## config.mk

```make
export PLATFORM = sky130hd
export DESIGN_NAME = alu_muldiv_seq
export DESIGN_NICKNAME = d
export VERILOG_FILES = /design/src/rtl/alu_muldiv_seq.sv
export SDC_FILE = /design/constraint.sdc
export NUM_CORES = 1
export LEC_CHECK = 0
export ABC_AREA = 1
export BUFFER_PORTS_ARGS = -buffer_cell sky130_fd_sc_hd__buf_4
export CAP_MARGIN = 20
export CORE_AREA = 3 3 204 156
export DETAILED_ROUTE_END_ITERATION = 8
export DIE_AREA = 0 0 207 159
export SYNTH_ARGS = -nofsm -noshare
export SYNTH_HDL_FRONTEND = slang
export SYNTH_SLANG_ARGS = --single-unit
```

## constraint.sdc

```tcl
create_clock -name clk -period 2.2 [get_ports clk]
set_input_delay 0.22 -clock clk [delete_from_list [all_inputs] [get_ports clk]]
set_output_delay 0.22 -clock clk [all_outputs]
set_load 0.05 [all_outputs]
```

## src/rtl/alu_muldiv_seq.sv

```systemverilog
// Multi-cycle MULTU/DIVU sequencer that time-shares the EX-stage 32-bit ALU (shift-add / restoring divide).
// Optional signed MULT/DIV via `define MULDIV_SIGNED_EN (adds a one-cycle FIX state for sign correction).
module alu_muldiv_seq #(
   parameter int WIDTH = 32,
   parameter int ITER  = 32
) (
   input  logic             clk,
   input  logic             reset,
   input  logic             start,
   input  logic [1:0]       op,
   input  logic [WIDTH-1:0] dado_1,
   input  logic [WIDTH-1:0] dado_2,
   output logic [WIDTH-1:0] alu_dado_1,
   output logic [WIDTH-1:0] alu_dado_2,
   output logic [3:0]       alu_ALUControl,
   input  logic [WIDTH-1:0] alu_result,
   input  logic             alu_zero,
   output logic             busy,
   output logic             done,
   output logic             div_zero,
   output logic [WIDTH-1:0] hi,
   output logic [WIDTH-1:0] lo,
   output logic [1:0]       dbg_state
);

   localparam int CW = $clog2(ITER);

   typedef enum logic [1:0] {
      S_IDLE = 2'd0,
      S_RUN  = 2'd1,
      S_FIX  = 2'd2,
      S_DONE = 2'd3
   } state_t;

   state_t           state_q, state_d;
   logic [CW-1:0]    cnt_q, cnt_d;
   logic [WIDTH-1:0] hi_q, hi_d, lo_q, lo_d, mcand_q, mcand_d;
   logic             is_div_q, is_div_d, dz_q, dz_d;
`ifdef MULDIV_SIGNED_EN
   logic             sgn_q, sgn_d, neg_lo_q, neg_lo_d, neg_hi_q, neg_hi_d;
   logic             a_neg, b_neg;
   logic [2*WIDTH-1:0] prod_neg;
`endif
   logic [WIDTH-1:0] a_mag, b_mag, sum;
   logic             carry;

   // Divide step operands: {t, rem_s, quot_s} = {hi, lo} << 1
   logic             t;
   logic [WIDTH-1:0] rem_s, quot_s;
   assign t      = hi_q[WIDTH-1];
   assign rem_s  = {hi_q[WIDTH-2:0], lo_q[WIDTH-1]};
   assign quot_s = {lo_q[WIDTH-2:0], 1'b0};

   logic [1:0] unused_in;
   assign unused_in = {alu_zero, op[1]};

   always_ff @(posedge clk) begin
      if (reset) begin
         state_q  <= S_IDLE;
         cnt_q    <= '0;
         hi_q     <= '0;
         lo_q     <= '0;
         mcand_q  <= '0;
         is_div_q <= 1'b0;
         dz_q     <= 1'b0;
`ifdef MULDIV_SIGNED_EN
         sgn_q    <= 1'b0;
         neg_lo_q <= 1'b0;
         neg_hi_q <= 1'b0;
`endif
      end else begin
         state_q  <= state_d;
         cnt_q    <= cnt_d;
         hi_q     <= hi_d;
         lo_q     <= lo_d;
         mcand_q  <= mcand_d;
         is_div_q <= is_div_d;
         dz_q     <= dz_d;
`ifdef MULDIV_SIGNED_EN
         sgn_q    <= sgn_d;
         neg_lo_q <= neg_lo_d;
         neg_hi_q <= neg_hi_d;
`endif
      end
   end

   always_comb begin
      state_d        = state_q;
      cnt_d          = cnt_q;
      hi_d           = hi_q;
      lo_d           = lo_q;
      mcand_d        = mcand_q;
      is_div_d       = is_div_q;
      dz_d           = dz_q;
      alu_dado_1     = '0;
      alu_dado_2     = '0;
      alu_ALUControl = 4'd0;
      sum            = hi_q;
      carry          = 1'b0;
      a_mag          = dado_1;
      b_mag          = dado_2;
`ifdef MULDIV_SIGNED_EN
      sgn_d          = sgn_q;
      neg_lo_d       = neg_lo_q;
      neg_hi_d       = neg_hi_q;
      a_neg          = op[1] & dado_1[WIDTH-1];
      b_neg          = op[1] & dado_2[WIDTH-1];
      prod_neg       = -{hi_q, lo_q};
      if (a_neg) a_mag = -dado_1;
      if (b_neg) b_mag = -dado_2;
`endif
      case (state_q)
         S_IDLE: begin
            if (start) begin
               cnt_d    = '0;
               hi_d     = '0;
               is_div_d = op[0];
               dz_d     = 1'b0;
`ifdef MULDIV_SIGNED_EN
               sgn_d    = op[1];
               neg_lo_d = a_neg ^ b_neg;
               neg_hi_d = op[0] ? a_neg : (a_neg ^ b_neg);
`endif
               if (op[0] && (dado_2 == '0)) begin
                  // Divide by zero skips the core; hi keeps the raw dividend
                  state_d = S_DONE;
                  hi_d    = dado_1;
                  lo_d    = '1;
                  dz_d    = 1'b1;
               end else begin
                  state_d = S_RUN;
                  lo_d    = op[0] ? a_mag : b_mag;
                  mcand_d = op[0] ? b_mag : a_mag;
               end
            end
         end
         S_RUN: begin
            alu_dado_2 = mcand_q;
            if (is_div_q) begin
               alu_dado_1     = rem_s;
               alu_ALUControl = 4'd6;
               if (t || (rem_s >= mcand_q)) begin
                  hi_d = alu_result;
                  lo_d = {quot_s[WIDTH-1:1], 1'b1};
               end else begin
                  hi_d = rem_s;
                  lo_d = quot_s;
               end
            end else begin
               alu_dado_1     = hi_q;
               alu_ALUControl = 4'd2;
               if (lo_q[0]) begin
                  sum   = alu_result;
                  carry = (alu_result < hi_q);
               end
               hi_d = {carry, sum[WIDTH-1:1]};
               lo_d = {sum[0], lo_q[WIDTH-1:1]};
            end
            cnt_d = cnt_q + 1'b1;
            if (cnt_q == CW'(ITER - 1)) begin
`ifdef MULDIV_SIGNED_EN
               state_d = sgn_q ? S_FIX : S_DONE;
`else
               state_d = S_DONE;
`endif
            end
         end
`ifdef MULDIV_SIGNED_EN
         S_FIX: begin
            if (is_div_q) begin
               if (neg_lo_q) lo_d = -lo_q;
               if (neg_hi_q) hi_d = -hi_q;
            end else if (neg_lo_q) begin
               {hi_d, lo_d} = prod_neg;
            end
            state_d = S_DONE;
         end
`endif
         S_DONE: begin
            state_d = S_IDLE;
            dz_d    = 1'b0;
         end
         default: state_d = S_IDLE;
      endcase
   end

   assign busy      = (state_q == S_RUN) || (state_q == S_FIX);
   assign done      = (state_q == S_DONE);
   assign div_zero  = dz_q;
   assign hi        = hi_q;
   assign lo        = lo_q;
   assign dbg_state = state_q;

endmodule

```

==> results.md <==
- After legalization and detailed placement, the total HPWL measured 29000 µm.
- For this run, the number of standard cells in the final layout without fillers is 2087.
- The final weighted congestion in routability-driven placement is 0.884.
- The fraction of synthesized cell area taken by the top area cell type is 0.235.
- After synthesis, the share of flip-flops with an asynchronous set or reset is 0.
- The final reports fail on setup timing.
- The post-synthesis to final-layout area growth is 46.7%.
- In the final design database the tool counted 1852 nets.
- The proportion of synthesized chip area in sequential cells is 0.235.
- IR analysis of the VDD net gives a maximum drop of 0.740 mV.
- The number of I/O pins is 239.
- The synthesized design contains 0 enable-type register cells.
- The later pin in the worst-skew pair is clocked with a latency of 0.36 ns.
- The count of buffers added on input and output ports is 234.
- Headroom to the max-slew limit came out at 0.574.
- The via count normalized by instance count is 5.20.
- The power after layout is 15.5 mW.
- The detailed-route via count is 10857.
- The register area is 0.00213 mm².
- The number of cells in the design after placement is 2051.
- The quantity of hold-fixing buffers added after cts is 0.
- The die is 207 µm wide.
- After detailed routing, the number of remaining DRC violations is 0.
- The share of total power dissipated in combinational logic is 0.697.
- The internal power of the cells totals 7.32 mW.
- The H-tree depth reported by CTS is 3.
- The post-detailed-route count of antenna-violating nets is 0.
- The number of different library cells used by synthesis comes to 38.
- The register bit count reported by yosys is 105.
- The run finished, with violations left.
- Across the run, the number of max-cap violations was 0.
- Of the available clock period, the critical path in the final layout requires 1.06.
- In this run the cell area measured after placement is 0.0120 mm².
- The Yosys step of the flow raised 0 warnings.
- The wire length of the first global-routing pass is 58300 µm.
- The maximum operating frequency is 430 MHz.
- The effective utilization at floorplan is 0.298.
- For the finished layout, the period the worst path requires is 2.32 ns.
- The type of the most critical hold path is input pin to flop.
- For this run, the total global-route usage over all layers was measured as 0.220.
- The die covers 0.0329 mm².
- Dividing the detail-routed wire length by the instance count gives 18.9 µm.
- After floorplanning, the core was divided into 55 placement rows.
- The setup clock skew after layout is 0.0105 ns.
- The clock edge transition at the registers on the reported setup and hold paths is 0.07 ns.
- The sequential group share of total power is 0.188.
- The number of cells produced by synthesis is 1436.
- Entering global routing, the biggest net connects 87 pins.
- The library cell with the highest instance count after synthesis is nand2_1.
- The initial DRC count is 884.
- In the synthesized netlist the dominant register cell turns out to be dfxtp_1.
- The post-placement setup slack is -0.121 ns.
- The combined area of all synthesized cells is 0.00895 mm².
- The maximum fanout count along the critical path is 7.
- Setup repair after global routing could not meet its margin everywhere.
- The biggest area consumer among synthesized cells is dfxtp_1.
- The category of the most critical setup path is flop to flop.
- STA classifies the critical path endpoint as a flop.
- The switching power total is 8.16 mW.
- The via count of the first global-routing pass was 10068.
- The leakage power summed over all cells is 5.99 nW.
- The number of buffers added by the clock tree synthesis step is 9.
- In this run the standard cell core region covers 0.0300 mm².
- The overflow left after global routing is 0.
- Sorting the synthesized cells by how often they occur yields nand2_1 (291), o21ai_0 (207), inv_1 (184).
- The power per cell area is 1180 mW/mm².
- Data on the critical path arrives at its endpoint at 2.54 ns.
- The footprint of the multi-input gates is 0.00646 mm².
- The number of hold-slack violations in the final timing report is 0.
- Each instance of the synthesized netlist takes up on average 6.24 µm².
- Of the total power, the share spent switching nets is 0.527.
- Of the cells placed in the final design, the portion with a size suffix greater than 1 is 0.328.
- TritonCTS built the clock tree.
- The post-layout instance area is 0.0131 mm².
- The total length of routed wires is 39500 µm.
- The worst hold margin is 0.139 ns.
- The number of antenna violations at the first check in global routing is 3.
- Yosys attributes the largest share of cell area to dfxtp_1 (23%), nand2_1 (12%), o21ai_0 (12%).
- Of the total power, the clock network draws 0.115.
- The cell chosen for the clock root is clkbuf_16.
- Counting every sink on the clock net gives 105.
- The total count of max-transition violations in the final report was 0.
- The number of fill cells in the layout is 3131.
- The number of detailed-routing iterations run before antenna repair is 8.
- The buffer levels on the longest clock path is 2.
- For the pin with the worst max-slew slack, the measured transition is 0.640 ns.
- Data on the critical path is required at its endpoint by 2.41 ns.
- The post-layout worst setup margin is -0.125 ns.
- Setup violations remaining at the end of the flow were counted as 32.
- STA classifies the critical path startpoint as a flop.
- The floorplan step set the die height to 159 µm.
[kinds of logic (layout without fill, tap and decap cells)]
family	after synthesis	count (layout)	synth area share
AO/OA/AOI/OAI	504	504	0.314
buffers and inverters	296	546	0.132
XOR/XNOR	1	1	0.000978
adder cells (fa/ha/maj)	68	68	0.0950
other	1	3	0.000419
flip-flops	105	105	0.235
AND/OR/NAND/NOR	461	461	0.223
[per-layer routing]
layer / track usage / routed length [µm] / vias up / part of all wire
li1: - / - / 5334 / -
met1: 0.326 / 19100 / 5022 / 0.48
met2: 0.320 / 16500 / 441 / 0.42
met3: 0.0583 / 3300 / 56 / 0.083
met4: 0.0441 / 659 / 4 / 0.017
met5: 0 / 31 / - / 0.00078
[worst max-delay path: stages (launching register included)]
cell and delay (ns):
dfxtp_1 0.33, inv_1 0.06, ha_1 0.29, nand2_1 0.07, nor2_1 0.17, nand4_1 0.11, nand3_1 0.10, nand2_1 0.07
nand2_1 0.09, nand2_2 0.09, buf_12 0.15, nand2_8 0.11, buf_8 0.15, nand2_1 0.06, nand3_1 0.07, o21ai_0 0.12
nand2_1 0.08, a21oi_1 0.06
[state kept, by name, summed over array words and instances, names as in the netlist]
signal     flops
cnt_q          5
is_div_q       1
lo            32
hi            32
div_zero       1
mcand_q       32
dbg_state      2
[what timing repair did]
item                                    4_1_cts  5_1_grt
cloned                                        5        6
gates resized for setup                      27       89
pin swaps                                     7       31
setup buffers                                 1        7
endpoints found under the setup margin       42       45
[power groups by stage]
stage | logic, mW | clock network, mW | registers (mW)
after floorplan | 5.12 | 0 | 3.90
after global placement | 9.07 | 0 | 2.90
after detailed placement | 9.16 | 0 | 2.92
after CTS | 9.70 | 1.79 | 2.89
after global routing | 11.5 | 1.86 | 2.98
final | 10.8 | 1.77 | 2.91
[worst paths after layout]
| kind | slack [ns] | to | start | cells after the start |
|---|---|---|---|---|
| worst max register to register | -0.12 | hi[0] | mcand_q[7] | 17 |
| worst min-delay path | 0.14 | mcand_q[27] | dado_1[27] | 3 |
| worst max-delay path | -0.12 | hi[0] | mcand_q[7] | 17 |
| worst min register to register | 0.47 | cnt_q[4] | cnt_q[4] | 2 |
[placed cells by master, fill, tap and decap left out, types with 16 or more instances in the layout]
cell type    n
dfxtp_2     20
ha_1        62
nand3_2     29
a31oi_1     62
o21ai_2     16
a21oi_1    109
buf_12      16
buf_4      307
nor2_1      36
nand2_1    272
nand3_1     67
o21ai_1     18
o21ai_0    206
dfxtp_1     83
a21oi_4     33
inv_1      181
a21oi_2     50
[metrics by stage]
step | setup TNS (ns) | util
2_1_floorplan | 0 | -
3_3_place_gp | -1.29 | 0.400
3_5_place_dp | -2.68 | 0.400
4_1_cts | -2.00 | 0.419
5_1_grt | -5.07 | 0.438
6_report | -1.93 | 0.438
[cell type report]
| class | instances | area share |
|---|---|---|
| clock buffers | 10 | 0.0174 |
| diodes | 1 | 0.000191 |
| well taps | 399 | 0.0380 |
| clock inverters | 6 | 0.00629 |
| multi-input cells | 1036 | 0.492 |
| repair buffers | 341 | 0.229 |
| inverters | 189 | 0.0542 |
| flip-flops and latches | 105 | 0.163 |
(Power assumes the default switching activity.)
